$ cat src/rtl/counter_multimode_pkg.sv
// -----------------------------------------------------------------------------
// counter_pkg
// Shared types and helpers for the multi-mode counter.
//   cnt_mode_e    : counting mode selector (UP, DOWN, ROTATE, JOHNSON)
//   clamp_to_mod  : limits a value to a maximum (MOD-1) for the binary modes
// -----------------------------------------------------------------------------
package counter_pkg;

   typedef enum logic [1:0] {
      MODE_UP      = 2'd0,
      MODE_DOWN    = 2'd1,
      MODE_ROTATE  = 2'd2,
      MODE_JOHNSON = 2'd3
   } cnt_mode_e;

   // The function uses a fixed 32-bit width so it can serve any counter width.
   // Callers zero-extend their operands and truncate the result.
   function automatic logic [31:0] clamp_to_mod(input logic [31:0] value,
                                               input logic [31:0] max_val);
      logic [31:0] result;
      if (value > max_val) begin
         result = max_val;
      end else begin
         result = value;
      end
      return result;
   endfunction

endpackage

$ cat src/rtl/counter_multimode_if.sv
// -----------------------------------------------------------------------------
// counter_multimode_if
// Control and status bundle of the multi-mode counter.
//   enable, clear, load, load_value, mode : control, driven by the master
//   counter, tc, wrap_cnt                 : status, driven by the counter
// Modports: master (controller side), slave (counter side).
// -----------------------------------------------------------------------------
interface counter_multimode_if #(
   parameter int N      = 8,
   parameter int WRAP_W = 4
) ();
   import counter_pkg::*;

   logic              enable;
   logic              clear;
   logic              load;
   logic [N-1:0]      load_value;
   cnt_mode_e         mode;
   logic [N-1:0]      counter;
   logic              tc;
   logic [WRAP_W-1:0] wrap_cnt;

   modport master (
      output enable, clear, load, load_value, mode,
      input  counter, tc, wrap_cnt
   );

   modport slave (
      input  enable, clear, load, load_value, mode,
      output counter, tc, wrap_cnt
   );

endinterface

$ cat src/rtl/counter_multimode_step.sv
// -----------------------------------------------------------------------------
// counter_step
// Purely combinational next-value logic for one counter step.
//   i_value : current counter value
//   i_mode  : counting mode
//   o_next  : value after one step
//   o_wrap  : this step completes a full sequence (terminal count)
// -----------------------------------------------------------------------------
module counter_step
   import counter_pkg::*;
#(
   parameter int N   = 8,
   parameter int MOD = 2**N
) (
   input  logic [N-1:0] i_value,
   input  cnt_mode_e    i_mode,
   output logic [N-1:0] o_next,
   output logic         o_wrap
);

   // Largest in-range value, held as an N-bit constant so a full-range modulus wraps naturally.
   localparam logic [N-1:0] MOD_MAX = N'(MOD - 1);

   logic [N-1:0] w_johnson;

   // Johnson successor: shift left, feeding back the inverted MSB.
   always_comb begin
      w_johnson = {i_value[N-2:0], ~i_value[N-1]};
   end

   // Next value and wrap flag for each mode.
   always_comb begin
      o_next = i_value;
      o_wrap = 1'b0;
      case (i_mode)
         MODE_UP: begin
            // >= also catches out-of-range values loaded in a shift mode.
            if (i_value >= MOD_MAX) begin
               o_next = {N{1'b0}};
               o_wrap = 1'b1;
            end else begin
               o_next = i_value + N'(1);
               o_wrap = 1'b0;
            end
         end
         MODE_DOWN: begin
            if (i_value == {N{1'b0}}) begin
               o_next = MOD_MAX;
               o_wrap = 1'b1;
            end else if (i_value > MOD_MAX) begin
               // Out-of-range value re-enters the sequence without a wrap.
               o_next = MOD_MAX;
               o_wrap = 1'b0;
            end else begin
               o_next = i_value - N'(1);
               o_wrap = 1'b0;
            end
         end
         MODE_ROTATE: begin
            if (i_value == {N{1'b0}}) begin
               // Self-seed so a cleared register does not rotate zeros forever.
               o_next = N'(1);
               o_wrap = 1'b0;
            end else begin
               o_next = {i_value[N-2:0], i_value[N-1]};
               o_wrap = i_value[N-1];
            end
         end
         MODE_JOHNSON: begin
            o_next = w_johnson;
            o_wrap = (w_johnson == {N{1'b0}});
         end
         default: begin
            o_next = i_value;
            o_wrap = 1'b0;
         end
      endcase
   end

endmodule

$ cat src/rtl/counter_multimode.sv
// -----------------------------------------------------------------------------
// counter_multimode
// Parametrised multi-mode counter: binary up/down modulo MOD, one-hot rotate
// and Johnson sequences, synchronous clear/load, terminal-count pulse and a
// saturating wrap counter. Priority per edge: clear > load > enable > hold.
// Ports:
//   clk     : clock, rising edge active
//   reset_n : asynchronous active-low reset
//   bus     : counter_multimode_if.slave
//             (enable, clear, load, load_value, mode -> counter, tc, wrap_cnt)
// -----------------------------------------------------------------------------
module counter_multimode
   import counter_pkg::*;
#(
   parameter int N      = 8,
   parameter int MOD    = 2**N,
   parameter int WRAP_W = 4
) (
   input  logic                clk,
   input  logic                reset_n,
   counter_multimode_if.slave  bus
);

   localparam logic [N-1:0]      MOD_MAX  = N'(MOD - 1);
   localparam logic [WRAP_W-1:0] WRAP_MAX = {WRAP_W{1'b1}};

   logic [N-1:0]      r_counter;
   logic              r_tc;
   logic [WRAP_W-1:0] r_wrap_cnt;

   logic [N-1:0]      w_next;
   logic              w_wrap;
   logic [N-1:0]      w_load_value;

   counter_step #(
      .N   (N),
      .MOD (MOD)
   ) u_step (
      .i_value (r_counter),
      .i_mode  (bus.mode),
      .o_next  (w_next),
      .o_wrap  (w_wrap)
   );

   // Binary modes clamp the loaded value into range; shift modes take it raw.
   always_comb begin
      w_load_value = bus.load_value;
      if ((bus.mode == MODE_UP) || (bus.mode == MODE_DOWN)) begin
         w_load_value = N'(clamp_to_mod(32'(bus.load_value), 32'(MOD_MAX)));
      end else begin
         w_load_value = bus.load_value;
      end
   end

   // Counter, terminal-count pulse and saturating wrap counter.
   always_ff @(posedge clk or negedge reset_n) begin
      if (!reset_n) begin
         r_counter  <= {N{1'b0}};
         r_tc       <= 1'b0;
         r_wrap_cnt <= {WRAP_W{1'b0}};
      end else if (bus.clear) begin
         r_counter  <= {N{1'b0}};
         r_tc       <= 1'b0;
         r_wrap_cnt <= {WRAP_W{1'b0}};
      end else if (bus.load) begin
         r_counter  <= w_load_value;
         r_tc       <= 1'b0;
      end else if (bus.enable) begin
         r_counter  <= w_next;
         r_tc       <= w_wrap;
         if (w_wrap && (r_wrap_cnt != WRAP_MAX)) begin
            r_wrap_cnt <= r_wrap_cnt + WRAP_W'(1);
         end
      end else begin
         // Hold cycles never carry a terminal count.
         r_tc       <= 1'b0;
      end
   end

   assign bus.counter  = r_counter;
   assign bus.tc       = r_tc;
   assign bus.wrap_cnt = r_wrap_cnt;

endmodule

$ cat src/flat_wrapper.sv
// flat-port wrapper written by rule: the top's interface ports become plain ports
module counter_multimode_flat import counter_pkg::*;
#(
   parameter int N      = 8,
   parameter int MOD    = 2**N,
   parameter int WRAP_W = 4
)
  (clk, reset_n, bus_enable, bus_clear, bus_load, bus_load_value, bus_mode, bus_counter, bus_tc, bus_wrap_cnt);
  counter_multimode_if #(.N(N), .WRAP_W(WRAP_W)) bus_i ();
  input  logic clk;
  input  logic reset_n;
  input wire logic [$bits(bus_i.enable)-1:0] bus_enable;
  input wire logic [$bits(bus_i.clear)-1:0] bus_clear;
  input wire logic [$bits(bus_i.load)-1:0] bus_load;
  input wire logic [$bits(bus_i.load_value)-1:0] bus_load_value;
  input wire logic [$bits(bus_i.mode)-1:0] bus_mode;
  output wire logic [$bits(bus_i.counter)-1:0] bus_counter;
  output wire logic [$bits(bus_i.tc)-1:0] bus_tc;
  output wire logic [$bits(bus_i.wrap_cnt)-1:0] bus_wrap_cnt;
  assign bus_i.enable = bus_enable;
  assign bus_i.clear = bus_clear;
  assign bus_i.load = bus_load;
  assign bus_i.load_value = bus_load_value;
  assign bus_i.mode = bus_mode;
  assign bus_counter = bus_i.counter;
  assign bus_tc = bus_i.tc;
  assign bus_wrap_cnt = bus_i.wrap_cnt;
  counter_multimode #(.N(N), .MOD(MOD), .WRAP_W(WRAP_W)) u_core (.clk(clk), .reset_n(reset_n), .bus(bus_i));
endmodule
$ cat config.mk
export PLATFORM = sky130hd
export DESIGN_NAME = counter_multimode_flat
export DESIGN_NICKNAME = d
export VERILOG_FILES = /design/src/rtl/counter_multimode_pkg.sv /design/src/rtl/counter_multimode_if.sv /design/src/rtl/counter_multimode_step.sv /design/src/rtl/counter_multimode.sv /design/src/flat_wrapper.sv
export SDC_FILE = /design/constraint.sdc
export NUM_CORES = 1
export LEC_CHECK = 0
export BUFFER_PORTS_ARGS = -buffer_cell sky130_fd_sc_hd__buf_2
export CORE_ASPECT_RATIO = 1.2
export CORE_UTILIZATION = 58
export CTS_CLUSTER_SIZE = 30
export DETAILED_ROUTE_END_ITERATION = 10
export MAX_ROUTING_LAYER = met4
export PLACE_DENSITY = 0.85
export RECOVER_POWER = 100
export SLEW_MARGIN = 20
export SYNTH_ARGS = -nofsm -noshare
export SYNTH_HDL_FRONTEND = slang
export SYNTH_SLANG_ARGS = --single-unit
$ cat constraint.sdc
create_clock -name clk -period 5 [get_ports clk]
set_input_delay 0.25 -clock clk [delete_from_list [all_inputs] [get_ports clk]]
set_output_delay 0.25 -clock clk [all_outputs]
set_load 0.03 [all_outputs]
---- Yosys cells after proc, flatten, opt, wreduce, memory -nomap -nowiden ----
Index checks and enable logic that the tools add are counted.
W data, S select, Z words.
cells by class
  $add $sub $neg .......................... 3
  magnitude comparators ................... 2
  equality and inequality tests ........... 5
  muxes and demuxes ....................... 19
  bitwise gates (word level) .............. 1
  reduce and logical (&&, ||, !) cells .... 8
operator list
  operator               number
  $mux W8                7
  $pmux W8 S4            1
  $logic_not A8 Y1       2
  $mux W4                4
  $add A8 B1 Y8 const B  1
  $ge A8 B8 Y1 const B   1
  $gt A8 B8 Y1 const B   1
  $sub A8 B1 Y8 const B  1
  $mux W1                6
  $add A4 B1 Y4 const B  1
  $eq A2 B2 Y1 const B   2
  $ne A4 B4 Y1 const B   1
  $pmux W1 S4            1
  $reduce_bool A2 Y1     2
  $reduce_and A3 Y1      1
  $reduce_bool A3 Y1     1
  $eq A2 B1 Y1 const B   1
  $logic_not A2 Y1       1
  $ne A2 B2 Y1 const B   1
  $logic_and A1 B1 Y1    1
  $not A1 Y1             1
word-level totals
  bits in registers ....................... 13
  bits of input ports ..................... 15
  logic and storage cells ................. 41

---- Longest topological paths before layout ----
Gate-level depths: netlist of the first run.
  depth after elaboration ................. 8
  gate-level depth with buffers ........... 7
  gate-level depth less buffers ........... 7

---- Hierarchy ----
A second synthesis of the first run with hierarchy kept.
second synthesis, totals
  cell total of the unflattened synthesis .. 147
  area, all modules ....................... 1253.7 sq um
by module, submodules not included
  module             instances  cells an instance  area each (sq um)
  counter_multimode  1          57                 673.1
  counter_step       1          90                 580.6

---- Worst setup path before layout of the first run ----
OpenSTA, ideal clock, no wires.
  kind .................................... register -> register
  from .................................... reg u_core.r_counter[0] (netlist: u_core.bus.counter[0])
  to ...................................... reg u_core.r_wrap_cnt[0] (netlist: u_core.bus.wrap_cnt[0])
  library setup time ...................... 0.128 ns
  arrival ................................. 2.041 ns
  data required time ...................... 4.872 ns
  setup slack ............................. 2.832 ns
  stages on the path, launching flop included .. 8
  path buffers ............................ 0
  period minus slack after synthesis ...... 2.168 ns
  path through ............................ dfrtp_1 -> inv_1 -> ha_1 -> nor4b_4 -> and4b_1 -> o21ai_2 -> a21oi_2 -> mux2_1
between the ends
  cells in the longest elaborated chain, start to end .. 6
RTL lines
  element                                           RTL line                                                                                  RTL
  start: declaration                                counter_multimode.sv:27                                                                   logic [N-1:0] r_counter;
  start signal: assignment                          counter_multimode.sv:58                                                                   r_counter <= {N{1'b0}};
  start signal: assignment                          counter_multimode.sv:62                                                                   r_counter <= {N{1'b0}};
  start signal: assignment                          counter_multimode.sv:66                                                                   r_counter <= w_load_value;
  $ge A8 B8 Y1 or $logic_not A8 Y1 (tied branches)  counter_multimode_step.sv:38, counter_multimode_step.sv:47, counter_multimode_step.sv:60
  $mux W1 (on tied branches)                        counter_multimode_step.sv:38, counter_multimode_step.sv:47, counter_multimode_step.sv:60
  $pmux W1 S4 *                                     counter_multimode_step.sv:35                                                              case (i_mode)
  $logic_and A1 B1 Y1 *                             counter_multimode.sv:71                                                                   if (w_wrap && (r_wrap_cnt != WRAP_MAX)) begin
  $reduce_bool A2 Y1 (no source line) *             --
  $reduce_and A3 Y1 (no source line) *              --
  end signal: assignment                            counter_multimode.sv:60                                                                   r_wrap_cnt <= {WRAP_W{1'b0}};
  end signal: assignment                            counter_multimode.sv:64                                                                   r_wrap_cnt <= {WRAP_W{1'b0}};
  end signal: assignment                            counter_multimode.sv:72                                                                   r_wrap_cnt <= r_wrap_cnt + WRAP_W'(1);
  end: declaration                                  counter_multimode.sv:29                                                                   logic [WRAP_W-1:0] r_wrap_cnt;
Every way passes the cells marked *; elsewhere a longest branch is shown, timed or not.
A chain may end at the register's enable or synchronous reset.

---- Worst setup path in the final report of the first run ----
Ends and elaborated chain as after synthesis.

==> impl_metrics.yaml, run 1 <==
status:
  status: "completed"
place:
  dp_slack_ps: 2780
  dpl.hpwl_mm: 2.33
  place.gp.congestion: 0.929
  port_buffers: 27
  dpl.cell_count: 206
  postPlaceCellArea_mm2: 0.00137
grt:
  grt_use_total: 0.315
  antenna_found_initial: 0
  grt_pass1_vias: 1240
  grt_pass1_wl_mm: 5.34
  grt_remaining_overflow: 0
  grt_start_max_net_pins: 21
flow_run:
  maxCapViolCount: 0
power:
  ir_worst_vdd_mv: 0.165
  p_switching_uw: 122
  switching_share: 0.406
  leakagePower_nw: 0.579
  power_density_mw_per_mm2: 220
  clockPowerShare: 0.239
  report.power.total_uw: 300
  internal_power_uw: 178
  combPwrFrac: 0.339
  p_seq_frac: 0.422
yosys:
  ys.warnings.count: 0
  synthCells: 163
  ys_ff_latch: 13
  synthMuxAreaShare: 0.0257
  synth_edf_count: 0
  synth_top_area_cell: "dfrtp_1"
  synth_nets: 181
  avgSynthCellArea_um2: 7.77
  synth_flop_cell: "dfrtp_1"
  post-synth-top-count-cell: "a21oi_1"
  synthArstFlopShare: 1.00
  synth-xor-area-share: 0.0415
  synth_area_leaders: "dfrtp_1, a21oi_1, inv_1"
  synth.distinct_cells: 48
  seq_area_frac_synth: 0.257
  synth_compound_area_frac: 0.317
  synthAdderAreaFrac: 0.0296
  yosys.area_share.simple: 0.238
  syn_area_mm2: 0.00127
  synth_top_area_frac: 0.257
  synth_top_family_by_area: "compound AO/OA/AOI/OAI gates"
  ys_top_cells_by_count: "a21oi_1, dfrtp_1, inv_1, nor2_1"
clocking:
  hold_buffers: 1
  cts_resized: 0
  numCtsBuffers: 3
  cts.sinks: 13
  cts_tree: "yes"
  clk_latency_ps: 290
  post_cts_buffers: 0
  cts_buffer_depth: 2
  clockRootBuffer: "clkbuf_4"
  path_clk_slew_ps: 90
  htreeDepth: 1
sta:
  post-route-period-util: 0.581
  fin_tns_setup_ps: 0
  final-setup-viol-count: 0
  relSlewSlack: 0.259
  post-route-min-period_ps: 2910
  rsz0062_at_grt: "false"
  hold_viol: 0
  worstMarginPinSlew_ps: 1100
  timing.hold.ws_ps: 204
  fin_ws_ps: 2090
  drv_slew: 0
  fin_skew_ps: 2.03
  timing.fmax_mhz: 344
critical_path:
  critPathMaxFanout: 8
  worstSetupPathType: "reg2reg"
  worstPathArrival_ps: 3090
  worstSetupStartpointType: "flip-flop"
  critPathRequiredTime_ps: 5190
  worstSetupEndpointType: "flip-flop"
  critPathLaunch: "u_core.bus.counter[0]"
  rr_startpoint: "u_core.bus.counter[0]"
drt:
  drcViolationCount: 0
  vias: 1349
  drtIter0Drc: 53
  antenna_left: 0
  vias_per_cell: 6.39
  drt-total-wl_mm: 3.24
  wire_per_inst_um: 15.3
  first_pass_iters: 4
cells_and_area:
  area_delta_synth_final_pct: 7.91
  fillCellCount: 198
  fin_area_mm2: 0.00137
  fin_cells: 211
  layout-drive-gt1-share: 0.105
  final-seq-area_um2: 325
  antenna_cells: 0
  final_util: 0.667
  nNetsFinal: 200
  multi_input_area_um2: 803
floorplan:
  initial_utilization: 0.618
  core_mm2: 0.00205
  die_h_um: 53.2
  die-area_mm2: 0.00237
  rows: 18
  io-pin-count: 28
  dieWidth_um: 44.7
min_path:
  hp-class: "in2reg"
  hp-start: "bus_load_value[1]"
==> cell type report <==
cell class	instances	share of cell area
Clock buffer	3	0.0165
Clock inverter	1	0.00366
Multi-Input combinational cell	124	0.588
Timing Repair Buffer	28	0.0934
Sequential cell	13	0.238
Tap cell	30	0.0275
Inverter	12	0.0330
==> critical path: stages (launching register included) <==
cell and delay (ps):
dfrtp_1 460, inv_1 140, ha_1 210, nor4b_1 900, and4b_1 370, o21ai_0 110, a21oi_1 270, mux2_1 350
==> cell families after synthesis <==
| group | count (synthesis) |
|---|---|
| mux | 3 |
| flops | 13 |
| fa+ha+maj | 3 |
| compound gates | 58 |
| buf+inv | 26 |
| simple gates | 54 |
| xor+xnor | 6 |
==> power groups by stage <==
stage / combinational, mW / clock, mW / sequential (mW)
final: 0.102 / 0.0717 / 0.127
after global placement: 0.101 / 0 / 0.128
after detailed placement: 0.103 / 0 / 0.129
after floorplan: 0.0774 / 0 / 0.130
after CTS: 0.104 / 0.0710 / 0.127
after global routing: 0.112 / 0.0778 / 0.128
==> state kept, by name (all words and copies together), names as in the netlist <==
register / flops
u_core.bus.counter: 8
u_core.bus.wrap_cnt: 4
u_core.bus.tc: 1
==> per-layer routing <==
layer / part of all wire / track usage / up-vias
li1: - / - / 637
met3: 0.061 / 0.0410 / 8
met2: 0.52 / 0.529 / 62
met5: 0 / - / -
met4: 0.021 / 0.167 / 0
met1: 0.40 / 0.363 / 642
==> path summary, 6_finish.rpt <==
kind,endpoint,slack (ps),cells after the start
max in group asynchronous,u_core.bus.wrap_cnt[2],4010,2
min in group asynchronous,u_core.bus.counter[2],520,2
setup / recovery,u_core.bus.wrap_cnt[0],2090,7
hold reg to reg,u_core.bus.wrap_cnt[3],600,2
hold / removal,u_core.bus.counter[1],200,3
setup reg to reg,u_core.bus.wrap_cnt[0],2090,7
==> cell usage in the layout (no fill, tap or decap), types with 2 or more instances in the layout <==
master / count
a21oi_1: 16
a221oi_1: 4
ha_1: 3
a21o_1: 3
o2bb2ai_1: 2
a21boi_0: 6
xor2_1: 2
mux2_1: 2
dfrtp_1: 13
a31oi_1: 2
nand2_1: 10
nor3_1: 3
nor2_1: 12
nand3_1: 7
inv_1: 12
o221ai_1: 2
o22ai_1: 3
nor2b_1: 5
nand2b_1: 3
and4_1: 2
a211oi_1: 3
clkbuf_1: 14
o21ai_0: 7
and2_1: 2
buf_2: 13
xnor2_1: 4
nand4_1: 3
clkbuf_4: 3
and3_1: 2
No activity file was read; power rests on OpenSTA's default activity.
==> inputs of run 2 (changes only) <==
ABC_AREA = 1   (was unset)
CORE_UTILIZATION = 54   (was 58)
PLACE_DENSITY = 0.79   (was 0.85)
clock period = 3.05 ns   (was 5 ns; I/O delays follow)
==> run 2 against run 1 <==
Utilization fell by 5.0 points. Worst hold slack worse by 130 ps. Clock-buffer cell count up 1. Routed wire length is 3.0% higher. Sequential power is 65% higher. Cell count grew 21%. First-iteration DRC count shrank 13%. Register-to-register slack worse by 1100 ps. Critical path type unchanged. Largest cell class unchanged. Largest power group unchanged. Highest routed layer unchanged.
==> impl_metrics.yaml, run 2 <==
status:
  status: "completed"
floorplan:
  dieWidth_um: 47.0
  core_mm2: 0.00228
  die-area_mm2: 0.00263
  die_h_um: 56.0
  rows: 19
  initial_utilization: 0.574
  io-pin-count: 28
sta:
  worstMarginPinSlew_ps: 761
  post-route-min-period_ps: 2060
  fin_skew_ps: 0.579
  rsz0062_at_grt: "false"
  timing.hold.ws_ps: 76.3
  final-setup-viol-count: 0
  relSlewSlack: 0.493
  drv_slew: 0
  post-route-period-util: 0.676
  timing.fmax_mhz: 485
  fin_tns_setup_ps: 0
  hold_viol: 0
clocking:
  cts_tree: "yes"
  cts.sinks: 13
  path_clk_slew_ps: 80
  clockRootBuffer: "clkbuf_4"
  htreeDepth: 1
  numCtsBuffers: 3
  clk_latency_ps: 290
  cts_buffer_depth: 2
yosys:
  synth_nets: 219
  synth_edf_count: 0
  synth_top_area_cell: "dfrtp_1"
  ys_ff_latch: 13
  avgSynthCellArea_um2: 6.52
  ys_top_cells_by_count: "nand2_1, nand3_1, inv_1"
  synth_top_area_frac: 0.248
  post-synth-top-count-cell: "nand2_1"
  seq_area_frac_synth: 0.248
  synth_area_leaders: "dfrtp_1, nand2_1, nand3_1"
  synth_flop_cell: "dfrtp_1"
  synthArstFlopShare: 1.00
  ys.warnings.count: 0
  synth.distinct_cells: 29
  syn_area_mm2: 0.00131
  synthCells: 201
cells_and_area:
  layout_commonest_cell: "nand2_1"
  nNetsFinal: 244
  fillCellCount: 248
  layout-drive-gt1-share: 0.147
  final_cell_mix: "nand2_1, nand3_1, inv_1"
  area_delta_synth_final_pct: 7.45
  largest_reg_flops: 8
  fin_area_mm2: 0.00141
  antenna_cells: 0
  fin_cells: 256
power:
  report.power.total_uw: 508
  power_density_mw_per_mm2: 361
  ir_worst_vdd_mv: 0.245
  leakagePower_nw: 0.724
drt:
  first_pass_iters: 4
  drcViolationCount: 0
  antenna_left: 0
  vias_per_cell: 5.35
  wire_per_inst_um: 13.0
  drtIter0Drc: 46
  drt-total-wl_mm: 3.33
  vias: 1369
place:
  port_buffers: 27
  dpl.cell_count: 251
  place.gp.congestion: 0.902
  postPlaceCellArea_mm2: 0.00142
  dpl.hpwl_mm: 2.62
critical_path:
  critPathRequiredTime_ps: 3230
  worstPathArrival_ps: 2240
  worstSetupPathType: "reg2reg"
  r2r_setup_slack_ps: 990
  rr_startpoint: "u_core.bus.counter[1]"
  worstSetupStartpointType: "flip-flop"
  reg2reg_to: "u_core.bus.wrap_cnt[2]"
  reg2reg_depth: 8
  worstSetupEndpointType: "flip-flop"
  critPathMaxFanout: 6
min_path:
  whs_path_depth: 2
  hp-class: "in2reg"
  hp-start: "bus_clear"
  holdPathEnd: "u_core.bus.wrap_cnt[0]"
grt:
  grt_use_total: 0.308
  grt_start_max_net_pins: 14
  antenna_found_initial: 0
  grt_pass1_wl_mm: 5.75
  grt_remaining_overflow: 0
  grt_pass1_vias: 1316
flow_run:
  maxCapViolCount: 0
==> run 2: report_power, final <==
part / switching [mW] / internal [mW]
logic: 0.123 / 0.0613
clock network: 0.0628 / 0.0509
registers: 0.0272 / 0.182
==> run 2: worst max-delay path by stage <==
stage / startpoint / to
2_1_floorplan: u_core.bus.counter[1] / u_core.bus.wrap_cnt[2]
3_3_place_gp: u_core.bus.counter[1] / u_core.bus.wrap_cnt[2]
3_5_place_dp: u_core.bus.counter[0] / u_core.bus.counter[0]
4_1_cts: u_core.bus.counter[0] / u_core.bus.counter[0]
5_1_grt: u_core.bus.counter[1] / u_core.bus.wrap_cnt[2]
6_report: u_core.bus.counter[1] / u_core.bus.wrap_cnt[2]
==> run 2: critical path, cell delays in order, from the launching register on <==
cell     delay (ps)
dfrtp_1         480
ha_1            280
nand3_4          90
nor2_1          210
nand3_1         200
nand2_1         210
nand3_1         200
nor3b_1         220
nor2_1           70
==> run 2: layout make-up <==
type,count,area [um2],share of cell area
Inverter,23,86.3,0.0613
Multi-Input combinational cell,157,803,0.571
Tap cell,31,38.8,0.0276
Clock buffer,4,26.3,0.0187
Sequential cell,13,325,0.231
Timing Repair Buffer,28,128,0.0907
==> run 2: stage by stage <==
stage                     setup WS [ps]   util
after detailed placement           1330  0.624
after global placement             1400  0.624
after floorplan                    1290      -
after global routing                815  0.617
final                               989  0.617
after CTS                          1320  0.640
==> run 2: repair_timing <==
item | 4_1_cts | 5_1_grt
hold buffers | 1 | 0
endpoints found under the hold margin | 13 | 0
buffers inserted | 0 | 0
resized for setup | 0 | 0
==> run 2: cell families (layout without fill, tap and decap cells) <==
logic type | Yosys count | after routing | synth area share
AO/OA/AOI/OAI | 25 | 25 | 0.116
XOR/XNOR | 5 | 5 | 0.0334
adder cells (fa/ha/maj) | 3 | 3 | 0.0287
buffers and inverters | 31 | 55 | 0.112
flip-flops | 13 | 13 | 0.248
AND/OR/NAND/NOR | 124 | 124 | 0.462
==> run 2: routing by layer <==
metal  vias to the layer above  GRT usage  wire [um]  share of wire
li1                        699          -          -              -
met1                       606      0.387       1430           0.43
met2                        59      0.476       1690           0.51
met3                         5     0.0390        168          0.050
met4                         0      0.143         51          0.015
met5                         -          -          0              0
